--- config.mk ---
export PLATFORM = sky130hd
export DESIGN_NAME = data_memory_sized
export DESIGN_NICKNAME = d
export VERILOG_FILES = /design/src/rtl/data_memory_sized.sv
export SDC_FILE = /design/constraint.sdc
export NUM_CORES = 2
export LEC_CHECK = 0
export CAP_MARGIN = 10
export CORE_MARGIN = 4
export CORE_UTILIZATION = 60
export DETAILED_ROUTE_END_ITERATION = 10
export PLACE_DENSITY = 0.77
export SYNTH_ARGS = -nofsm -noshare
export SYNTH_HDL_FRONTEND = slang
export SYNTH_SLANG_ARGS = --single-unit
--- constraint.sdc ---
create_clock -name clk_i -period 1.51 [get_ports clk_i]
set_input_delay 0.302 -clock clk_i [delete_from_list [all_inputs] [get_ports clk_i]]
set_output_delay 0.302 -clock clk_i [all_outputs]
set_load 0.03 [all_outputs]
--- src/rtl/data_memory_sized.sv ---
// data_memory_sized: byte-addressed little-endian data memory, self-clearing, fixed-latency responses
// Optional per-request trace output when DATA_MEM_TRACE_EN is defined.
module data_memory_sized #(
  parameter int DEPTH   = 256,
  parameter int ADDR_W  = 32,
  parameter int LATENCY = 1
) (
  input  logic              clk_i,
  input  logic              rst_ni,
  input  logic              req_valid_i,
  output logic              req_ready_o,
  input  logic              req_we_i,
  input  logic [1:0]        req_size_i,
  input  logic              req_unsigned_i,
  input  logic [ADDR_W-1:0] req_addr_i,
  input  logic [31:0]       req_wdata_i,
  output logic              resp_valid_o,
  output logic [31:0]       resp_rdata_o,
  output logic              resp_err_o,
  output logic              init_done_o
);
  localparam int AW = $clog2(DEPTH);
  localparam int WW = AW - 2;
  localparam int WN = DEPTH / 4;
  typedef enum logic {INIT, RUN} state_e;
  state_e state_q, state_d;
  logic [WW-1:0] cnt_q, cnt_d;
  logic [1:0] sync_q;
  logic rst_sn;
  logic [31:0] mem_q [WN];
  logic fire, err, wr;
  logic [WW-1:0] wa;
  logic [1:0] off;
  logic [31:0] word, ld, lane;
  logic [7:0] byte_v;
  logic [15:0] half_v;
  logic [3:0] be;
  logic v1_q, e1_q;
  logic [31:0] d1_q;
  // Reset asserts immediately but releases only after two clean edges
  always_ff @(posedge clk_i or negedge rst_ni)
    if (!rst_ni) sync_q <= '0;
    else sync_q <= {sync_q[0], 1'b1};
  assign rst_sn = sync_q[1];
  always_ff @(posedge clk_i or negedge rst_sn)
    if (!rst_sn) begin
      state_q <= INIT;
      cnt_q   <= '0;
    end else begin
      state_q <= state_d;
      cnt_q   <= cnt_d;
    end
  always_comb begin
    state_d = (state_q == INIT && cnt_q == WW'(WN - 1)) ? RUN : state_q;
    cnt_d   = (state_q == INIT) ? cnt_q + 1'b1 : cnt_q;
  end
  always_comb begin
    req_ready_o = state_q == RUN;
    init_done_o = state_q == RUN;
  end
  assign fire   = req_valid_i & req_ready_o;
  assign wa     = req_addr_i[AW-1:2];
  assign off    = req_addr_i[1:0];
  assign err    = (req_size_i == 2'b11) | (req_size_i == 2'b01 & off[0]) |
                  (req_size_i == 2'b10 & |off) | (req_addr_i >= ADDR_W'(DEPTH));
  assign word   = mem_q[wa];
  assign byte_v = word[{off, 3'b000} +: 8];
  assign half_v = word[{off[1], 4'b0000} +: 16];
  assign ld     = req_size_i == 2'b00 ? {{24{~req_unsigned_i & byte_v[7]}}, byte_v} :
                  req_size_i == 2'b01 ? {{16{~req_unsigned_i & half_v[15]}}, half_v} : word;
  assign be     = req_size_i == 2'b00 ? 4'b0001 << off :
                  req_size_i == 2'b01 ? (off[1] ? 4'b1100 : 4'b0011) : 4'b1111;
  assign lane   = req_size_i == 2'b00 ? {4{req_wdata_i[7:0]}} :
                  req_size_i == 2'b01 ? {2{req_wdata_i[15:0]}} : req_wdata_i;
  assign wr     = fire & req_we_i & ~err;
  // Load data is taken from the old contents, so same-edge stores never leak into it
  always_ff @(posedge clk_i)
    if (state_q == INIT) mem_q[cnt_q] <= '0;
    else if (wr)
      for (int b = 0; b < 4; b++)
        if (be[b]) mem_q[wa][8*b +: 8] <= lane[8*b +: 8];
  always_ff @(posedge clk_i or negedge rst_sn)
    if (!rst_sn) begin
      v1_q <= 1'b0;
      e1_q <= 1'b0;
      d1_q <= '0;
    end else begin
      v1_q <= fire;
      e1_q <= fire & err;
      d1_q <= (fire & ~req_we_i & ~err) ? ld : '0;
    end
  generate
    if (LATENCY == 2) begin : g_lat2
      logic v2_q, e2_q;
      logic [31:0] d2_q;
      always_ff @(posedge clk_i or negedge rst_sn)
        if (!rst_sn) begin
          v2_q <= 1'b0;
          e2_q <= 1'b0;
          d2_q <= '0;
        end else begin
          v2_q <= v1_q;
          e2_q <= e1_q;
          d2_q <= d1_q;
        end
      assign resp_valid_o = v2_q;
      assign resp_err_o   = e2_q;
      assign resp_rdata_o = d2_q;
    end else begin : g_lat1
      if (LATENCY != 1) begin : g_bad
        $error("data_memory_sized: LATENCY must be 1 or 2");
      end
      assign resp_valid_o = v1_q;
      assign resp_err_o   = e1_q;
      assign resp_rdata_o = d1_q;
    end
  endgenerate
`ifdef DATA_MEM_TRACE_EN
  always @(posedge clk_i)
    if (fire)
      $display("@%m %0t [0x%0h]%s0x%0h%s", $time, req_addr_i, req_we_i ? "<-" : "->",
               req_we_i ? req_wdata_i : (err ? 32'd0 : ld), err ? " ERR" : "");
`endif
endmodule

==> results.toml <==
[cts]
cts_sinks = 2091
root_buffer = "clkbuf_16"
path_clk_slew_ns = 0.07
cts_tree = "yes"
cts_max_path_buffers = 3
cts_inserted_buffers = 196
clock_latency_ns = 0.83
cts_max_level = 4

[layout]
instances_no_fill = 6812
layout_common_cells = "edfxtp_1, buf_4, mux4_2, clkbuf_16, buf_12"
syn_to_final_growth_pct = 23.7
fillers = 6758
nNetsFinal = 4935
design_area_sq_um = 102000
final_common_cell = "edfxtp_1"
drive_above_1_share_pct = 40.2

[sta]
max_freq_mhz = 317
timing.slew.headroom_pct = 18.9
fin_skew_ns = 0.0303
finalCriticalPeriod_ns = 3.16
worst_pin_slew_ns = 1.20
worst_slack_ns = -1.65
hold_violations = 0
setup_viol = 4165
fin_tns_setup_ns = -4946.50
final.period_utilization_pct = 209
maxSlewViolCount = 0
whs_ns = 0.144
rsz0062_at_grt = "yes"

[place]
dp_hpwl_microns = 148000
place_inst = 6372
place_area_sq_um = 93500
portBuffers = 106
place_congestion = 0.963

[logic_synthesis]
async_reset_ff_share_pct = 2.06
syn_inst = 3919
ys_seq_area_share_pct = 75.9
synth-edff-count = 2048
synth_flop_cell = "edfxtp_1"
synth_area_leader_cell = "edfxtp_1"
syn-num-nets = 3991
syn_area_per_cell_sq_um = 21.0
synth_cell_types = 62
yosysWarnings = 0
yosysTopAreaCellShare_pct = 74.6
synthesis.area_sq_um = 82500
synth_top_cells_by_area = "edfxtp_1, mux4_2, mux2i_1"
ys_seq_elements = 2091

[detailed_routing]
firstDrtPassIters = 6
routed_via_density = 6.87
wl_microns = 234000
routedWlPerCell_microns = 34.4
antenna_left = 0
first_iter_violations = 7415
vias = 46777
drc_errors = 0

[power]
clkPwrFrac_pct = 41.6
swShare_pct = 20.6
p_seq_share_pct = 54.7
internal_power_mw = 91.0
power_mw = 115
p_comb_share_pct = 3.6
p_per_area_nw_per_um2 = 1120
irDropWorstVdd_uv = 864
leakagePower_nw = 28.7
p_sw_mw = 23.6

[worst_hold_path]
min_delay_path_depth = 5
hold_path_class = "input pin to flip-flop"

[floorplan]
row_count = 135
die_height_microns = 379
die_w_microns = 379
design.core.area_sq_um = 136000
die_area_sq_um = 143000
start_util_pct = 60.7
num_io_pins = 107

[global_route]
busiest_layer = "met2"
overflow = 0
grt_first_pass_wirelength_microns = 328000
antenna_found_initial = 5
met1_usage_pct = 45.2
gr-usage-met2_pct = 48.6
grt_pass1_vias = 46281
grt_max_degree = 65
globalRouteTotalUtil_pct = 32.2
use_met3_pct = 9.42

[worst_setup_path]
cp-end-kind = "flip-flop"
cp_top_family = "multiplexers"
worst-path-buf-inv = 1
worst_path_max_delay_cell = "mux4_2"
worstRegToRegCells = 8
critPathKind = "flip-flop to flip-flop"
cp.depth = 8
path_max_fanout = 6
arrival_ns = 3.84
cpPeakStageDelay_ns = 0.58
cp_common_cell = "mux4_2"
crit_required_ns = 2.19
start_kind = "flip-flop"
critical_path.cell_chain = "mux4_2, mux4_2, mux2_4, mux4_2, nand2b_4, o41ai_4, clkbuf_16, o21ai_1"

[job]
drv_cap = 0

[run_status]
outcome = "finished with violations"
violations = "setup timing"
-- metal layers --
metal  share of wire (%)  vias to the layer above
met4                 4.9                        4
met5               0.020                        -
met2                  47                     3833
li1                    -                    18255
met1                  35                    23993
met3                  14                      692
-- sequential cells by signal, indices dropped and copies added, names as in the netlist --
name          count
resp_err_o        1
init_done_o       1
mem_q          2048
cnt_q             6
resp_valid_o      1
resp_rdata_o     32
sync_q            2
-- power groups by stage --
stage	logic (mW)	registers [mW]	clock network (mW)
2_1_floorplan	2.08	64.0	0
3_3_place_gp	3.89	64.0	0
3_5_place_dp	3.93	64.0	0
4_1_cts	3.98	62.7	48.0
5_1_grt	4.28	62.7	50.6
6_report	4.16	62.7	47.7
-- worst reg2reg max path, delay by kind of cell, from the launching register on --
family | cells | cell delay, ns
AND/OR/NAND/NOR | 1 | 0.17
multiplexers | 4 | 1.88
buffers and inverters | 1 | 0.28
AO/OA/AOI/OAI | 2 | 0.22
flip-flops | 1 | 0.46
-- path summary, 6_finish.rpt --
kind,slack [ns],to,from
worst max-delay path,-1.65,resp_rdata_o[10],mem_q[23][15]
worst min-delay path,0.14,resp_err_o,req_size_i[1]
worst max register to register,-1.65,resp_rdata_o[10],mem_q[23][15]
worst min register to register,0.19,resp_rdata_o[15],sync_q[1]
max in group asynchronous,0.81,resp_rdata_o[4],sync_q[1]
min in group asynchronous,0.19,resp_rdata_o[15],sync_q[1]
-- repair_timing --
action / 4_1_cts / 5_1_grt
gates resized for setup: 144 / 226
endpoints found under the hold margin: 2 / 0
setup buffers: 28 / 47
endpoints found under the setup margin: 4164 / 4164
cloned: 1 / 6
hold buffers: 1 / 0
pin swaps: 39 / 47
-- through the flow --
| stage | utilization [%] | setup WS, ns |
|---|---|---|
| 3_5_place_dp | 68.8 | -2.59 |
| 6_report | 75.1 | -1.65 |
| 5_1_grt | 75.1 | -1.65 |
| 4_1_cts | 74.0 | -1.59 |
| 2_1_floorplan | - | -1.66 |
| 3_3_place_gp | 68.8 | -2.57 |
-- cell type report --
type                            instances  area (sq um)  area share (%)
Tap cell                             1781          2230            2.18
Sequential cell                      2091         62600            61.3
Clock buffer                          249          5180            5.07
Multi-Input combinational cell       1564         20600            20.2
Inverter                               10          41.3          0.0405
Clock inverter                        111           952           0.933
Timing Repair Buffer                 1000         10500            10.3
Antenna cell                            6          15.0          0.0147
-- cell families (layout without fill, tap and decap cells) --
family                   count (synthesis)  count (layout)  share of synthesized area [%]
AO/OA/AOI/OAI                          269             269                           2.22
XOR/XNOR                                 5               5                         0.0531
adder cells (fa/ha/maj)                  1               1                         0.0152
buffers and inverters                  265            1370                           1.60
flip-flops                            2091            2091                           75.9
multiplexers                           724             724                           17.2
other                                    1               7                        0.00455
AND/OR/NAND/NOR                        563             564                           3.01
-- synth_stat cells (11+ instances only) --
library cell and number:
buf_6 17, edfxtp_1 2048, a211oi_1 23, dfrtp_1 43, or2_2 14, nand3_1 19, a22oi_1 68, nor2_1 274
nand2b_1 16, buf_4 32, nor4_1 11, a21oi_1 57, mux4_2 555, mux2i_1 148, o21ai_0 27, a31oi_1 13
clkbuf_1 118, o21ai_1 12, nor2b_1 11, nand2_1 109, buf_1 33, and3_1 16, mux2_2 21, nor3_1 70
buf_2 54
Power figures use the tool's default switching activity.
